<file path="src/rtl/dsp_mac_pipe.sv">
// Pipelined pre-add / multiply / post-add-accumulate slice with valid tracking,
// optional M register, accumulator clear and optional saturation.
module dsp_mac_pipe #(
  parameter int AW     = 18,
  parameter int BW     = 18,
  parameter int PW     = 48,
  parameter int MREG   = 1,
  parameter int SAT_EN = 0
) (
  input  logic             CLK,
  input  logic             RST_N,
  input  logic             CE,
  input  logic             IN_VALID,
  input  logic [AW-1:0]    A,
  input  logic [BW-1:0]    B,
  input  logic [BW-1:0]    D,
  input  logic [PW-1:0]    C,
  input  logic [PW-1:0]    PCIN,
  input  logic             CARRYIN,
  input  logic [4:0]       OPMODE,
  input  logic             ACC_CLR,
  output logic [AW+BW-1:0] M,
  output logic [PW-1:0]    P,
  output logic [PW-1:0]    PCOUT,
  output logic [BW-1:0]    BCOUT,
  output logic             CARRYOUT,
  output logic             OVF,
  output logic             OUT_VALID
);

  localparam int   MW     = AW + BW;
  localparam logic SAT_ON = (SAT_EN != 0);

  // Stage 1: raw input capture
  logic [AW-1:0] a1_q;
  logic [BW-1:0] b1_q, d1_q;
  logic [PW-1:0] c1_q;
  logic [4:0]    op1_q;
  logic          cin1_q, clr1_q, v1_q;

  always_ff @(posedge CLK or negedge RST_N) begin
    if (!RST_N) begin
      a1_q   <= '0;
      b1_q   <= '0;
      d1_q   <= '0;
      c1_q   <= '0;
      op1_q  <= 5'b0_0000;
      cin1_q <= 1'b0;
      clr1_q <= 1'b0;
      v1_q   <= 1'b0;
    end else if (CE) begin
      a1_q   <= A;
      b1_q   <= B;
      d1_q   <= D;
      c1_q   <= C;
      op1_q  <= OPMODE;
      cin1_q <= CARRYIN;
      clr1_q <= ACC_CLR;
      v1_q   <= IN_VALID;
    end
  end

  // Stage 2: pre-adder result plus the fields still needed downstream
  logic [BW-1:0] pre2_d, pre2_q;
  logic [AW-1:0] a2_q;
  logic [PW-1:0] c2_q;
  logic [1:0]    zsel2_q;
  logic          sub2_q, cin2_q, clr2_q, v2_q;

  always_comb begin
    pre2_d = b1_q;
    if (op1_q[3]) begin
      if (op1_q[2]) begin
        pre2_d = d1_q - b1_q;
      end else begin
        pre2_d = d1_q + b1_q;
      end
    end else begin
      pre2_d = b1_q;
    end
  end

  always_ff @(posedge CLK or negedge RST_N) begin
    if (!RST_N) begin
      pre2_q  <= '0;
      a2_q    <= '0;
      c2_q    <= '0;
      zsel2_q <= 2'b00;
      sub2_q  <= 1'b0;
      cin2_q  <= 1'b0;
      clr2_q  <= 1'b0;
      v2_q    <= 1'b0;
    end else if (CE) begin
      pre2_q  <= pre2_d;
      a2_q    <= a1_q;
      c2_q    <= c1_q;
      zsel2_q <= op1_q[1:0];
      sub2_q  <= op1_q[4];
      cin2_q  <= cin1_q;
      clr2_q  <= clr1_q;
      v2_q    <= v1_q;
    end
  end

  logic [MW-1:0] prod_s;
  assign prod_s = {{BW{1'b0}}, a2_q} * {{AW{1'b0}}, pre2_q};

  // Stage 3 outputs: either the M register bank or a straight pass-through
  logic [MW-1:0] m3_s;
  logic [PW-1:0] c3_s;
  logic [1:0]    zsel3_s;
  logic          sub3_s, cin3_s, clr3_s, v3_s;

  if (MREG != 0) begin : g_mreg
    logic [MW-1:0] m3_q;
    logic [PW-1:0] c3_q;
    logic [1:0]    zsel3_q;
    logic          sub3_q, cin3_q, clr3_q, v3_q;

    always_ff @(posedge CLK or negedge RST_N) begin
      if (!RST_N) begin
        m3_q    <= '0;
        c3_q    <= '0;
        zsel3_q <= 2'b00;
        sub3_q  <= 1'b0;
        cin3_q  <= 1'b0;
        clr3_q  <= 1'b0;
        v3_q    <= 1'b0;
      end else if (CE) begin
        m3_q    <= prod_s;
        c3_q    <= c2_q;
        zsel3_q <= zsel2_q;
        sub3_q  <= sub2_q;
        cin3_q  <= cin2_q;
        clr3_q  <= clr2_q;
        v3_q    <= v2_q;
      end
    end

    assign m3_s    = m3_q;
    assign c3_s    = c3_q;
    assign zsel3_s = zsel3_q;
    assign sub3_s  = sub3_q;
    assign cin3_s  = cin3_q;
    assign clr3_s  = clr3_q;
    assign v3_s    = v3_q;
  end else begin : g_nomreg
    assign m3_s    = prod_s;
    assign c3_s    = c2_q;
    assign zsel3_s = zsel2_q;
    assign sub3_s  = sub2_q;
    assign cin3_s  = cin2_q;
    assign clr3_s  = clr2_q;
    assign v3_s    = v2_q;
  end

  // Post-adder: bit PW of the PW+1-bit result is carry (add) or borrow (subtract)
  logic [PW-1:0] p_q, p_d, z_s;
  logic [PW:0]   addend_s, sum_s;
  logic          co_q, ovf_q, ovf_d, ovf_now_s, ov_q;

  always_comb begin
    z_s = '0;
    case (zsel3_s)
      2'b00:   z_s = '0;
      2'b01:   z_s = p_q;
      2'b10:   z_s = c3_s;
      2'b11:   z_s = PCIN;
      default: z_s = '0;
    endcase
    if (clr3_s) begin
      z_s = '0;
    end else begin
      z_s = z_s;
    end
    addend_s = {{(PW + 1 - MW){1'b0}}, m3_s} + {{PW{1'b0}}, cin3_s};
    if (sub3_s) begin
      sum_s = {1'b0, z_s} - addend_s;
    end else begin
      sum_s = {1'b0, z_s} + addend_s;
    end
    ovf_now_s = SAT_ON & sum_s[PW];
    if (ovf_now_s) begin
      p_d = sub3_s ? {PW{1'b0}} : {PW{1'b1}};
    end else begin
      p_d = sum_s[PW-1:0];
    end
    if (clr3_s) begin
      ovf_d = ovf_now_s;
    end else begin
      ovf_d = ovf_q | ovf_now_s;
    end
  end

  // Stage 4: result registers update only for valid samples; OUT_VALID follows every enabled edge
  always_ff @(posedge CLK or negedge RST_N) begin
    if (!RST_N) begin
      p_q   <= '0;
      co_q  <= 1'b0;
      ovf_q <= 1'b0;
      ov_q  <= 1'b0;
    end else if (CE) begin
      ov_q <= v3_s;
      if (v3_s) begin
        p_q   <= p_d;
        co_q  <= sum_s[PW];
        ovf_q <= ovf_d;
      end
    end
  end

  assign M         = m3_s;
  assign P         = p_q;
  assign PCOUT     = p_q;
  assign BCOUT     = pre2_q;
  assign CARRYOUT  = co_q;
  assign OVF       = ovf_q;
  assign OUT_VALID = ov_q;

endmodule
</file>
<file path="config.mk">
export PLATFORM = sky130hd
export DESIGN_NAME = dsp_mac_pipe
export DESIGN_NICKNAME = d
export VERILOG_FILES = /design/src/rtl/dsp_mac_pipe.sv
export SDC_FILE = /design/constraint.sdc
export NUM_CORES = 2
export LEC_CHECK = 0
export ABC_AREA = 1
export BUFFER_PORTS_ARGS = -buffer_cell sky130_fd_sc_hd__clkbuf_2
export CAP_MARGIN = 20
export CORE_ASPECT_RATIO = 1.4
export CORE_MARGIN = 2
export CORE_UTILIZATION = 60
export CTS_BUF_LIST = sky130_fd_sc_hd__clkbuf_8
export CTS_CLUSTER_DIAMETER = 30
export DETAILED_ROUTE_END_ITERATION = 6
export PLACE_DENSITY = 0.92
export SLEW_MARGIN = 40
export SYNTH_ARGS = -nofsm -noshare
export SYNTH_HDL_FRONTEND = slang
export SYNTH_SLANG_ARGS = --single-unit
export TNS_END_PERCENT = 1
</file>
<file path="constraint.sdc">
create_clock -name CLK -period 7.3 [get_ports CLK]
set_input_delay 0.365 -clock CLK [delete_from_list [all_inputs] [get_ports CLK]]
set_output_delay 0.365 -clock CLK [all_outputs]
set_load 0.005 [all_outputs]
</file>
== Word level (Yosys, flattened, before mapping) ==
Index checks and enable logic that the tools add are counted.
Word-level totals
  register bits: 340
  input port bits: 161
  output and inout port bits: 153
  word-level logic and storage cells: 42
Operators by class
  add/sub/neg operators: 5
  multiply operators: 1
  equality and inequality tests: 3
  multiplexer cells: 5
  reduce and logical (&&, ||, !) cells: 2
Operators with widths (number)
  48-bit one-hot mux with 4 select lines: 1
  48-bit by 37-bit adder with 49-bit output: 1
  49-bit two-way mux: 1
  48-bit by 37-bit subtractor with 49-bit output: 1
  48-bit two-way mux: 1
  36-bit by 1-bit adder with 37-bit output: 1
  18-bit by 18-bit multiplier with 36-bit output: 1
  18-bit two-way mux: 2
  18-bit adder: 1
  18-bit subtractor: 1
  2-bit == test (second input constant): 2
  2-bit by 1-bit == test with 1-bit output (second input constant): 1
  2-bit zero test: 1
  2-bit AND reduction: 1

== Depth between registers and ports, before layout ==
  word-level depth: 5
  depth in mapped cells: 31
  depth with buffers taken out: 31

== Worst setup path before layout ==
Ideal clock, no wire load.
  kind: reg-to-reg
  start point: register pre2_q[5] (netlist: BCOUT[5])
  end point: register g_mreg.m3_q[35] (netlist: M[35])
  library setup time: 0.132 ns
  data arrival time: 5.613 ns
  required time: 7.168 ns
  slack: 1.555 ns
  cell stages (with the launch flop): 24
  buffers on the path: 2
  period minus slack after synthesis: 5.745 ns
  cells stage by stage: dfrtp_1 -> clkbuf_1 -> buf_1 -> nand2_1 -> fa_1 -> fa_1 -> fa_1 -> inv_1 -> fa_1 -> fa_1 -> inv_1 -> fa_1 -> inv_1 -> ha_1 -> nand2_1 -> inv_1 -> nand3_1 -> o21ai_0 -> nand2_1 -> nand2_1 -> nand3_1 -> and3_1 -> o21ai_0 -> o21ai_0
On the way
  longest elaborated chain between the ends: 1
RTL lines
  start, declared: line 64  | logic [BW-1:0] pre2_d, pre2_q;
  start signal, assigned: line 94  | pre2_q <= pre2_d;
  18-bit by 18-bit multiplier with 36-bit output: line 106  | assign prod_s = {{BW{1'b0}}, a2_q} * {{AW{1'b0}}, pre2_q};
  end signal, assigned: line 130  | m3_q <= prod_s;
  end, declared: line 115  | logic [MW-1:0] m3_q;
No other way between the ends.
A chain may end at the register's enable or synchronous reset.

== Worst setup path after layout ==
Same ends and word-level chain as after synthesis.

==> results.toml <==
[run_status]
status = "finished with violations"
violations = "design-rule violations"

[placement]
globalplace.congestion = 1.08
postPlaceCellArea_um2 = 33400
place_inst = 5168
dp_slack_ns = 1.04
port_buffers = 312
dp_hpwl_mm = 78.5

[timing]
finalClockSkew_ns = 0.0471
fmax_mhz = 158
slew_violations = 0
slew_headroom_pct = 38.6
rsz0062_at_grt = "no"
layout_min_cycle_time_ns = 6.31
finalSetupViolCount = 0
tightestPinTransition_ns = 0.917
setup_tns_ns = 0
timing.hold.ws_ns = 0.127
setup_slack_ns = 0.986
finalHoldViolCount = 0
min_period_over_period_pct = 86.5

[drt]
drt_pass1_iterations = 7
drtIter0Drc = 3110
routed-via-count = 31500
ant_nets = 0
viasPerCell = 5.81
remaining_drc_errors = 3
wire_per_inst_um = 21.2
routed_wl_mm = 115

[layout]
final_cell_mix = "1,364 x nand2_1, 832 x inv_1, 342 x o21ai_0"
final_layout_size_suffix_gt1_share_pct = 11.0
nNetsFinal = 5239
design_area_um2 = 36000
final_common_cell = "nand2_1"
utilization_pct = 68.9
syn_to_final_growth_pct = 13.4
final_cells = 5416

[setup_path]
crit_type = "flip-flop to flip-flop"
r2r_cells = 21
required_ns = 7.84
cp_slowest_cell = "dfrtp_1"
cp_common_cell = "fa_1"
critPathArrivalTime_ns = 6.85
critPathMaxFanout = 20
rr_endpoint = "M[35]"
r2r-start = "BCOUT[5]"
critPathCaptureType = "flip-flop"
rrSetupSlack_ns = 0.99
endpoint = "M[35]"
crit_path_cell_trace = "nand2_1 -> fa_1 -> fa_1 -> fa_1 -> inv_1 -> fa_1 -> fa_1 -> inv_1 -> fa_1 -> inv_1 -> ha_1 -> nand2_1 -> inv_1 -> nand3_1 -> o21ai_0 -> nand2_1 -> nand2_1 -> nand3_1 -> and3_1 -> o21ai_0 -> o21ai_0"
cp-startpoint = "BCOUT[5]"
cp-start-kind = "flip-flop"
cpPeakStageDelay_ns = 0.82

[cts]
cts_buffers = 66
cts_htree_levels = 3
cts_tree = "done"
cts_max_path_buffers = 3
ctsResizeCount = 0
cts_root_buf = "clkbuf_8"
clk_latency_ns = 0.73
cts_sinks = 340
cts.clk_slew.worst_paths_ns = 0.07

[power_and_ir_drop]
p_leak_nw = 20.0
power_density_nw_per_um2 = 562
power_mw = 20.2
irDropWorstVdd_mv = 0.621

[synthesis]
synth_top_area_cell = "dfrtp_1"
ys_ff_latch = 340
synth_area_leaders = "dfrtp_1 27%, fa_1 16%, nand2_1 16%"
yosysWarningCount = 0
synth_edf_count = 0
ys_types = 50
synth_top_area_share_pct = 26.8
avgSynthCellArea_um2 = 7.29
synthCells = 4358
async_flop_share_pct = 100
syn_nets = 4956
ys_seq_area_share_pct = 26.8
syn_area_um2 = 31800
synth-main-ff-cell = "dfrtp_1"

[worst_hold_path]
min_path_type = "input pin to flip-flop"

[global_routing]
first_global_vias = 32500
grt_first_pass_wirelength_mm = 179
antenna_found_initial = 29
grt_start_max_net_pins = 124
grtUsageTotal_pct = 43.2
grt-ovfl-total = 0

[run]
cap_violations = 0

[floorplan]
die_area_um2 = 54800
fp-row-count = 99
core_um2 = 52300
fp.dieW_um = 198
die-height_um = 276
start_util_pct = 60.8
io_pins = 314
==> routing by layer <==
metal,vias to the layer above,global-route usage [%],part of all wire [%]
met3,842,19.1,12
met5,-,4.16,0.32
met1,14600,41.5,30
met4,34,39.5,11
li1,13900,-,-
met2,2077,68.5,46
==> critical path: cells and delay by family, from the launching register on <==
family	cells	cell delay, ns
AO/OA/AOI/OAI	3	0.69
AND/OR/NAND/NOR	7	0.96
flip-flops	1	0.82
adder cells (fa/ha/maj)	7	3.47
buffers and inverters	4	0.25
==> power by group <==
part / switching, mW / total [mW] / internal, mW
Combinational: 9.70 / 15.1 / 5.38
Clock: 0.986 / 2.11 / 1.12
Sequential: 0.748 / 3.06 / 2.31
==> sequential cells by signal, summed over array words and instances, names as in the netlist, 2 cells and up <==
register	cells
BCOUT	18
M	36
P	48
a1_q	18
a2_q	18
b1_q	18
c1_q	48
c2_q	48
c3_s	48
d1_q	18
g_mreg.zsel3_q	2
op1_q	5
zsel2_q	2
==> cell families (layout without fill, tap and decap cells) <==
family | after synthesis | count (layout) | share of synthesized area (%)
xor+xnor | 107 | 107 | 2.97
simple gates | 1805 | 1805 | 23.3
flops | 340 | 340 | 26.8
fa+ha+maj | 437 | 437 | 23.3
other cells | 1 | 17 | 0.0118
buf+inv | 1047 | 1382 | 12.9
compound gates | 621 | 621 | 10.7
==> area by class of cell <==
| class | instances | area (µm²) |
|---|---|---|
| flip-flops and latches | 340 | 8520 |
| multi-input cells | 2971 | 19200 |
| inverters | 824 | 3100 |
| fillers | 4133 | 16300 |
| diodes | 16 | 40.0 |
| clock buffers | 74 | 1020 |
| repair buffers | 438 | 2860 |
| well taps | 707 | 885 |
| clock inverters | 46 | 427 |
==> how the worst min path moves through the flow <==
stage | startpoint | endpoint | slack [ns] | depth (start not counted)
floorplan | RST_N | BCOUT[0] | 0.07 | 0
global placement | RST_N | P[44] | 0.42 | 1
detailed placement | RST_N | CARRYOUT | 0.42 | 1
CTS | CE | c1_q[0] | 0.15 | 3
global route | CE | c1_q[14] | 0.20 | 3
finish | CE | c1_q[14] | 0.13 | 3
==> synthesized netlist by cell type, types with 2 or more instances <==
cell,count
a21boi_0,6
a21o_1,11
a21oi_1,146
a221oi_1,3
a31oi_1,23
and2_1,3
and3_1,4
buf_1,27
buf_4,49
clkbuf_1,147
dfrtp_1,340
fa_1,258
ha_1,179
inv_1,820
inv_2,3
nand2_1,1365
nand2_2,15
nand2_4,2
nand3_1,110
nand3_2,4
nand3_4,2
nand3b_1,9
nand4_1,27
nor2_1,193
nor2_2,13
nor2_4,11
nor2_8,2
nor3_1,23
nor4_1,9
o211ai_1,44
o21a_1,3
o21ai_0,343
o21ai_1,10
o21ai_2,2
o21bai_1,16
o221ai_1,8
o22ai_1,3
o311ai_0,2
or2_2,8
xnor2_1,45
xor2_1,61
==> repair_timing <==
| action | 4_1_cts | 5_1_grt |
|---|---|---|
| endpoints found under the hold margin | 196 | 0 |
| hold buffers | 111 | 0 |
| endpoints found under the setup margin | 0 | 0 |
| buffers inserted | 0 | 0 |
Note: power is estimated with default switching activity, not from simulation.
